<file path="config.mk">
export PLATFORM = sky130hd
export DESIGN_NAME = framebuffer_load
export DESIGN_NICKNAME = d
export VERILOG_FILES = /design/src/rtl/framebuffer_load.sv
export SDC_FILE = /design/constraint.sdc
export NUM_CORES = 1
export LEC_CHECK = 0
export ABC_AREA = 1
export CAP_MARGIN = 5
export CORE_UTILIZATION = 30
export DETAILED_ROUTE_END_ITERATION = 16
export HOLD_SLACK_MARGIN = 0.02
export REMOVE_ABC_BUFFERS = 1
export SLEW_MARGIN = 10
export SYNTH_ARGS = -nofsm -noshare
export SYNTH_HDL_FRONTEND = slang
export SYNTH_SLANG_ARGS = --single-unit
</file>
<file path="constraint.sdc">
create_clock -name clk_in -period 1.7 [get_ports clk_in]
set_input_delay 0.255 -clock clk_in [delete_from_list [all_inputs] [get_ports clk_in]]
set_output_delay 0.255 -clock clk_in [all_outputs]
set_load 0.01 [all_outputs]
</file>
<file path="src/rtl/framebuffer_load.sv">
// framebuffer_load: UART byte stream to framebuffer port A writer.
// Waits for a sync byte, then writes one frame of bytes sequentially.
module framebuffer_load #(
    parameter int          ADDR_WIDTH     = 12,
    parameter int          BYTE_COUNT     = 4096,
    parameter logic [7:0]  SYNC_BYTE      = 8'hA5,
    parameter logic [15:0] TIMEOUT_CYCLES = 16'd53200
) (
    input  logic                  clk_in,
    input  logic                  reset,
    input  logic [7:0]            rx_data,
    input  logic                  rx_strobe,
    output logic [7:0]            ram_data_out,
    output logic [ADDR_WIDTH-1:0] ram_address,
    output logic                  ram_clk_enable,
    output logic                  ram_write_enable,
    output logic                  busy,
    output logic                  frame_done,
    output logic                  error
);

    typedef enum logic [1:0] {
        IDLE,
        LOAD,
        WRITE
    } state_t;

    localparam logic [ADDR_WIDTH-1:0] LAST =
        ADDR_WIDTH'(BYTE_COUNT - 1);
    localparam logic [15:0] RELOAD =
        TIMEOUT_CYCLES - 16'd1;

    state_t                state_q, state_d;
    logic [ADDR_WIDTH-1:0] idx_q, idx_d;
    logic [15:0]           wd_q, wd_d;
    logic [7:0]            data_q, data_d;
    logic [ADDR_WIDTH-1:0] addr_q, addr_d;
    logic                  done_q, done_d;
    logic                  err_q, err_d;

    // Register state, datapath and the one-cycle status pulses.
    always_ff @(posedge clk_in or negedge reset) begin
        if (!reset) begin
            state_q <= IDLE;
            idx_q   <= '0;
            wd_q    <= '0;
            data_q  <= '0;
            addr_q  <= '0;
            done_q  <= 1'b0;
            err_q   <= 1'b0;
        end else begin
            state_q <= state_d;
            idx_q   <= idx_d;
            wd_q    <= wd_d;
            data_q  <= data_d;
            addr_q  <= addr_d;
            done_q  <= done_d;
            err_q   <= err_d;
        end
    end

    // Next-state logic. The reload cycle itself counts toward the
    // watchdog, so expiry lands TIMEOUT_CYCLES after the reloading strobe.
    always_comb begin
        state_d = state_q;
        idx_d   = idx_q;
        data_d  = data_q;
        addr_d  = addr_q;
        done_d  = 1'b0;
        err_d   = 1'b0;
        wd_d    = wd_q;
        if (state_q != IDLE && wd_q != 16'd0)
            wd_d = wd_q - 16'd1;
        unique case (state_q)
            IDLE: begin
                if (rx_strobe && rx_data == SYNC_BYTE) begin
                    state_d = LOAD;
                    idx_d   = '0;
                    wd_d    = RELOAD;
                end
            end
            LOAD: begin
                if (rx_strobe) begin
                    data_d  = rx_data;
                    addr_d  = idx_q;
                    wd_d    = RELOAD;
                    state_d = WRITE;
                end else if (wd_q == 16'd0) begin
                    err_d   = 1'b1;
                    state_d = IDLE;
                end
            end
            WRITE: begin
                if (rx_strobe) begin
                    err_d   = 1'b1;
                    state_d = IDLE;
                end else if (idx_q == LAST) begin
                    done_d  = 1'b1;
                    state_d = IDLE;
                end else begin
                    idx_d   = idx_q + 1'b1;
                    state_d = LOAD;
                end
            end
            default: state_d = IDLE;
        endcase
    end

    assign ram_data_out     = data_q;
    assign ram_address      = addr_q;
    assign ram_clk_enable   = (state_q == WRITE);
    assign ram_write_enable = (state_q == WRITE);
    assign busy             = (state_q != IDLE);
    assign frame_done       = done_q;
    assign error            = err_q;

endmodule

</file>
==> flow_summary.rst, run 1 <==
.. list-table::
   :header-rows: 1

   * - Metric
     - Value
   * - Clock tree root driver cell
     - clkbuf_8
   * - Initial core utilization
     - a little under a third
   * - Layout cells sized above 1
     - 18.3%
   * - Final Instance Area
     - 3620 µm²
   * - Async set-reset flop share out of synthesis
     - 100%
   * - Global routing usage on met2
     - 24.2%
   * - Number of failing hold endpoints at the final stage
     - 0
   * - Post-DR wirelength/cell
     - 12.3 µm
   * - Peak per-stage delay on the critical path
     - around 380 ps
   * - Buffers added on ports
     - 35
   * - Relative slew slack
     - 75.1%
   * - Worst hold path class
     - in -> async
   * - Area of the core
     - 9200 µm²
   * - Count of flip-flops with a built-in enable after synthesis
     - 0
   * - Max Fanout on Critical Path
     - 4
   * - Leakage power figure
     - 1.56 nW
   * - Wire length of the first global-routing pass
     - about 11000 µm
   * - Crit-path cells
     - inv_2 -> buf_4 -> ha_4 -> inv_2 -> clkdlybuf4s15_1
   * - Launching element type of the critical path
     - register
   * - CP max stage cell
     - dfrtp_1
   * - Total power density per cell area
     - 1250 nW/µm²
   * - Flops & latches, synth
     - 52
   * - CTS tree
     - built
   * - Cell repeated most along the worst path
     - inv_2
   * - X dimension of the die
     - 99.1 µm
   * - Setup violators final
     - 0
   * - Buf/Inv on CP
     - 4
   * - Row count
     - 35
   * - Post-route ant nets
     - 0
   * - Number of cells produced by synthesis
     - 342
   * - Leftover overflow at the end of global routing
     - 0
   * - Worst Path Class, Setup
     - reg -> out
   * - Met3 GRT Util
     - 2.53%
   * - Number of max-capacitance violations reported
     - 0
   * - Setup Skew
     - 5.85 ps
   * - GRT Util Overall
     - 13.7%
   * - Pre-CTS setup slack
     - -213 ps
   * - Number of antenna violations at the first check in global routing
     - 0
   * - Max rail drop VDD
     - 0.451 mV
   * - Vias in the first global route
     - 2352
   * - Utilization after layout
     - 39.4%
   * - Total Nets Final
     - 417
   * - Number of placed I/O pins
     - 36
   * - Worst endpoint data arrival time
     - 1370 ps
   * - Portion of the clock cycle consumed by the worst path in the final layout
     - between 90% and 100%
   * - Run status
     - finished, final reports clean
   * - Syn. warnings
     - 0
   * - Type of element capturing the critical path
     - output port
   * - Final estimated routing congestion in global placement
     - 0.825
   * - Max-slew violation count
     - 0
   * - CTS H-tree lvls
     - 2
   * - Standard cell area after detailed placement
     - 3400 µm²
   * - Ys flop type
     - dfrtp_1
   * - Antenna Diode Count
     - 0
   * - Worst EP required
     - 1440 ps
   * - Vias
     - around 2400
   * - Final worst-path setup slack
     - about 73 ps
   * - Synth-to-layout area growth
     - 28.0%
   * - Most used routing layer in global routing
     - met2
   * - Clock slew at the register clock pins of the worst setup and hold paths
     - roughly 90 ps
   * - Final critical delay including setup and external delays
     - 1630 ps
   * - Fraction of met1 tracks used by global routing
     - 17.7%
   * - Number of iterations in the first detailed-routing pass
     - 4
   * - Most common cell after layout, fill and taps aside
     - nand2_1
   * - Gate family responsible for the most delay along the worst path
     - buffers and inverters
   * - Full die area
     - approximately 9800 µm²
   * - Clock insertion delay at the later pin of the skew report
     - 300 ps
   * - Syn_area_per_cell
     - 8.27 µm²
   * - Clock sink total
     - 52
   * - Highest Clock Rate
     - 615 MHz
   * - Maximum number of pins on one net before global-route repair
     - 53
   * - Final WL
     - 6290 µm
   * - Number of buffers created by CTS
     - 5
   * - Half-perimeter wire length after placement
     - 4600 µm
   * - Sequential element share of the synthesized area
     - about 46%
   * - Total Power Consumption
     - around 4.5 mW
   * - Combined area of all synthesized cells
     - 2830 µm²
   * - Remaining routing DRC violations
     - 0
   * - Pin slew with the least headroom to its limit
     - roughly 370 ps
   * - Clk buf depth
     - 2
   * - Average via count per standard cell
     - 4.65
   * - Iteration-0 DRC Markers
     - 64
   * - Highest-count cells in the layout ignoring fill and taps
     - nand2_1 (76), dfrtp_1 (52), nor2_1 (36), inv_1 (31), clkdlybuf4s50_1 (31)
   * - Die height
     - 99.1 µm
   * - Number of different library cells in the post-synthesis netlist
     - 33
## tightest hold or removal path, cell delays in order
cell	delay, ps
dlygate4sd3_1	530
buf_2	120
buf_12	250
## power breakdown
group          internal [mW]  switching, mW
clock network          0.438          0.408
registers               1.48          0.180
logic                  0.964           1.07
## worst paths after layout
| path | end | slack (ps) | from | cells past startpoint |
|---|---|---|---|---|
| worst max-delay path | busy | 70 | state_q[0] | 5 |
| max in group asynchronous | wd_q[4] | 960 | reset | 3 |
| min in group clk_in | ram_address[10] | 490 | ram_address[10] | 2 |
| worst max register to register | idx_q[8] | 100 | state_q[0] | 10 |
| worst min-delay path | wd_q[5] | 460 | reset | 3 |
| worst min register to register | ram_address[10] | 490 | ram_address[10] | 2 |
## per-layer routing
| metal | wire length, µm | part of all wire (%) |
|---|---|---|
| met1 | 2890 | 46 |
| met2 | 3190 | 51 |
| met3 | 150 | 2.4 |
| met4 | 50 | 0.80 |
| met5 | 0 | 0 |
## cell type report
cell class,count,area [µm²]
timing repair buffer,57,553
fill,956,5570
sequential,52,1300
inverter,38,143
multi-input combinational,245,1380
clock buffer,6,72.6
clock inverter,2,35.0
tap,111,139
## cells by family (layout without fill, tap and decap cells)
| kind of cell | Yosys count | count (layout) | share of synthesized area, % |
|---|---|---|---|
| simple gates | 180 | 180 | 29.7 |
| flops | 52 | 52 | 46.0 |
| buf+inv | 45 | 103 | 6.68 |
| compound gates | 41 | 41 | 8.71 |
| xor+xnor | 11 | 11 | 3.41 |
| fa+ha+maj | 7 | 7 | 3.10 |
| mux | 6 | 6 | 2.39 |
## state kept, by name, indices dropped and copies added (netlist names)
signal and cells:
error 1, idx_q 12, ram_data_out 8, state_q 2
frame_done 1, ram_address 12, wd_q 16
## cell usage after synthesis (all sizes together), types with 2 or more instances
master	number	share of area (%)
dfrtp	52	46
nand4	8	1.8
nand2	84	12
buf	4	1.2
o21ai	35	7.4
or2	3	0.66
a21oi	3	0.53
ha	7	3.1
inv	37	4.9
nor2	46	7.7
mux2	6	2.4
nand3b	2	0.53
nor3	9	1.8
nand3	28	5.0
xor2	10	3.1
clkbuf	3	0.40
## timing repair
item                       CTS  global route
hold buffers                 1             0
gates cloned                 0             1
setup endpoints to repair    9            18
setup buffers                1             3
pin swaps                    0             1
gates resized for setup      7             8
hold endpoints to repair    52             0
## per-stage QoR
step                setup TNS (ps)  instances  hold WS, ps
floorplan                    -1080        335        -40.6
global placement             -1820        497          276
detailed placement           -2300        497          276
CTS                              0        507          488
global route                 -4.91        511          513
finish                           0        511          455
(Power assumes the default switching activity.)
==> run 2, diff against run 1 <==
--- a/config.mk
+++ b/config.mk
@@ -7,6 +7,7 @@
 export LEC_CHECK = 0
 export ABC_AREA = 1
 export CAP_MARGIN = 5
+export CORE_ASPECT_RATIO = 1.2
 export CORE_UTILIZATION = 30
 export DETAILED_ROUTE_END_ITERATION = 16
 export HOLD_SLACK_MARGIN = 0.02
==> run 2 against run 1 <==
Worst setup slack improved by 37 ps; global-route usage down 0.45 points; non-clock buffer count fell by 2; register-to-register slack improved by 40 ps; final cell count up 1.4%; combinational power shrank 3%; power down 0.27%; sequential power is essentially flat; clock power grew 7.1%; first-iteration DRC count rose by 39%; clock-buffer cell count stayed put; largest power group unchanged.
==> flow_summary.rst, run 2 (synthesis gave the netlist of run 1 again) <==
.. list-table::
   :header-rows: 1

   * - Metric
     - Value
   * - Worst Path Class, Setup
     - reg -> out (unchanged)
   * - X dimension of the die
     - 90.6 µm (was 99.1 µm)
   * - Number of buffers created by CTS
     - 5 (unchanged)
   * - Clock sink total
     - 52 (unchanged)
   * - Synth-to-layout area growth
     - 28.8% (was 28.0%)
   * - Post-DR wirelength/cell
     - 11.8 µm (was 12.3 µm)
   * - Number of max-capacitance violations reported
     - 0 (unchanged)
   * - Remaining routing DRC violations
     - 0 (unchanged)
   * - Launch instance of the worst min-delay path
     - rx_strobe
   * - Setup violators final
     - 0 (unchanged)
   * - Layout cells sized above 1
     - 18.6% (was 18.3%)
   * - Worst hold path class
     - in -> reg (was in -> async)
   * - Initial core utilization
     - 31.2% (was 30.8%)
   * - Worst EP required
     - 1440 ps (about the same)
   * - Portion of the clock cycle consumed by the worst path in the final layout
     - 93.5% (was 95.7%)
   * - Vias in the first global route
     - 2271 (was 2352)
   * - Utilization after layout
     - 40.1% (was 39.4%)
   * - Half-perimeter wire length after placement
     - 4700 µm (was 4600 µm)
   * - Register with the most flip-flops
     - wd_q (unchanged)
   * - CTS tree
     - built (unchanged)
   * - Full die area
     - 9820 µm² (about the same)
   * - Highest-count cells in the layout ignoring fill and taps
     - nand2_1 (75), dfrtp_1 (52), nor2_1 (36), inv_1 (31), clkdlybuf4s50_1 (30) (was nand2_1 (76), dfrtp_1 (52), nor2_1 (36), inv_1 (31), clkdlybuf4s50_1 (31))
   * - Worst hold path depth
     - 2
   * - Internal
     - 2.88 mW (about the same)
   * - Wire length of the first global-routing pass
     - 10300 µm (was 10800 µm)
   * - Net switching power figure
     - 1.65 mW (was 1.66 mW)
   * - Run status
     - finished, final reports clean (unchanged)
   * - Number of antenna violations at the first check in global routing
     - 0 (unchanged)
   * - Type of element capturing the critical path
     - output port (unchanged)
   * - Number of iterations in the first detailed-routing pass
     - 4 (unchanged)
   * - Antenna Diode Count
     - 0 (unchanged)
   * - Setup Skew
     - 12.2 ps (was 5.85 ps)
   * - Die height
     - 108 µm (was 99.1 µm)
   * - Leakage power figure
     - 1.57 nW (was 1.56 nW)
   * - Total power density per cell area
     - 1240 nW/µm² (was 1250 nW/µm²)
   * - Hold worst-path end
     - frame_done
   * - Clk buf depth
     - 2 (unchanged)
   * - Iteration-0 DRC Markers
     - 89 (was 64)
   * - Highest Clock Rate
     - 629 MHz (was 615 MHz)
   * - Row count
     - 38 (was 35)
   * - Clock insertion delay at the later pin of the skew report
     - 300 ps (about the same)
   * - Clock tree root driver cell
     - clkbuf_8 (unchanged)
   * - Leftover overflow at the end of global routing
     - 0 (unchanged)
   * - GRT Util Overall
     - 13.3% (was 13.7%)
   * - Relative slew slack
     - 69.1% (was 75.1%)
   * - Max-slew violation count
     - 0 (unchanged)
   * - Average via count per standard cell
     - 4.52 (was 4.65)
   * - Vias
     - 2339 (was 2374)
   * - R2R setup slack
     - 140 ps (was 100 ps)
   * - Proportion of power drawn by flip-flops and latches
     - 36.5% (about the same)
   * - Most common cell after layout, fill and taps aside
     - nand2_1 (unchanged)
   * - Worst endpoint data arrival time
     - 1330 ps (was 1370 ps)
   * - Total Nets Final
     - 415 (was 417)
   * - Max rail drop VDD
     - 0.460 mV (was 0.451 mV)
   * - Final sum of negative setup slack
     - 0 ps (unchanged)
   * - Reg-to-reg startpoint
     - wd_q[0] (was state_q[0])
   * - Launching element type of the critical path
     - register (unchanged)
   * - Final critical delay including setup and external delays
     - 1590 ps (was 1630 ps)
   * - Maximum number of pins on one net before global-route repair
     - 36 (was 53)
   * - Number of failing hold endpoints at the final stage
     - 0 (unchanged)
   * - Clock slew at the register clock pins of the worst setup and hold paths
     - 100 ps (was 90 ps)
   * - Number of placed I/O pins
     - 36 (unchanged)
   * - RSZ-0062 raised after global routing
     - false
   * - Max Fanout on Critical Path
     - 4 (unchanged)
   * - Switching portion of total power
     - 36.5% (was 36.6%)
   * - Post-route ant nets
     - 0 (unchanged)
   * - Pin slew with the least headroom to its limit
     - 464 ps (was 371 ps)
   * - CTS H-tree lvls
     - 2 (unchanged)
   * - Endpoint of the worst-slack reg-to-reg timing path
     - wd_q[12] (was idx_q[8])
   * - R2r worst-path depth
     - 10 (unchanged)
   * - Area of the core
     - 9080 µm² (was 9200 µm²)
   * - Power share of the combinational group
     - 43.5% (was 44.8%)
   * - Buffers added on ports
     - 35 (unchanged)
   * - Clk network pwr share
     - 20.0% (was 18.6%)
   * - Final WL
     - 6140 µm (was 6290 µm)
   * - Final estimated routing congestion in global placement
     - 0.820 (was 0.825)
   * - Flip-flop count of the largest register after layout
     - 16 (unchanged)
## run 2: final cells by class
cell class / count / area [µm²]
fillers: 908 / 5440
clock buffers: 6 / 82.6
inverters: 38 / 143
flip-flops and latches: 52 / 1300
clock inverters: 2 / 38.8
repair buffers: 55 / 548
multi-input cells: 245 / 1380
well taps: 120 / 150
## run 2: worst max-delay path, cell delays in order (launching register included)
cell           delay, ps
dfrtp_1              410
inv_1                120
ha_4                 170
inv_2                 50
dlygate4sd2_1        270
## run 2: timing repair
action | in CTS | in global routing
resized for setup | 8 | 8
cloned | 0 | 0
setup buffers | 3 | 2
pin swaps | 0 | 2
hold endpoints to repair | 17 | 0
setup endpoints to repair | 3 | 17
hold buffers | 1 | 0
## run 2: per-stage QoR
stage	setup slack, ps	std cells	hold WS, ps	cell area (µm²)	power [mW]
6_report	110	518	322	3640	4.53
5_1_grt	12.0	518	320	3640	4.84
4_1_cts	-19.0	517	439	3590	4.43
3_5_place_dp	-289	505	244	3420	3.45
3_3_place_gp	-213	505	232	3420	3.42
2_1_floorplan	-113	335	-40.6	2780	2.71
## run 2: power by group through the flow
stage	sequential [mW]	clock [mW]	combinational [mW]
5_1_grt	1.70	0.982	2.16
3_3_place_gp	1.66	0	1.75
4_1_cts	1.65	0.943	1.84
2_1_floorplan	1.71	0	0.992
6_report	1.65	0.906	1.97
3_5_place_dp	1.68	0	1.77
## run 2: worst max path at each step
stage,start,to,slack (ps),cells after the start
4_1_cts,state_q[1],idx_q[7],-20,9
5_1_grt,idx_q[1],idx_q[2],10,8
2_1_floorplan,state_q[1],wd_q[8],-110,6
3_3_place_gp,rx_strobe,idx_q[4],-210,9
6_report,state_q[1],busy,110,4
3_5_place_dp,rx_strobe,idx_q[7],-290,9
## run 2: layer usage
| layer | wire length (µm) | part of all wire [%] | track usage (%) |
|---|---|---|---|
| met1 | 2800 | 46 | 15.3 |
| met2 | 3090 | 50 | 24.8 |
| met3 | 129 | 2.1 | 2.11 |
| met4 | 115 | 1.9 | 4.72 |
| met5 | 0 | 0 | 0 |
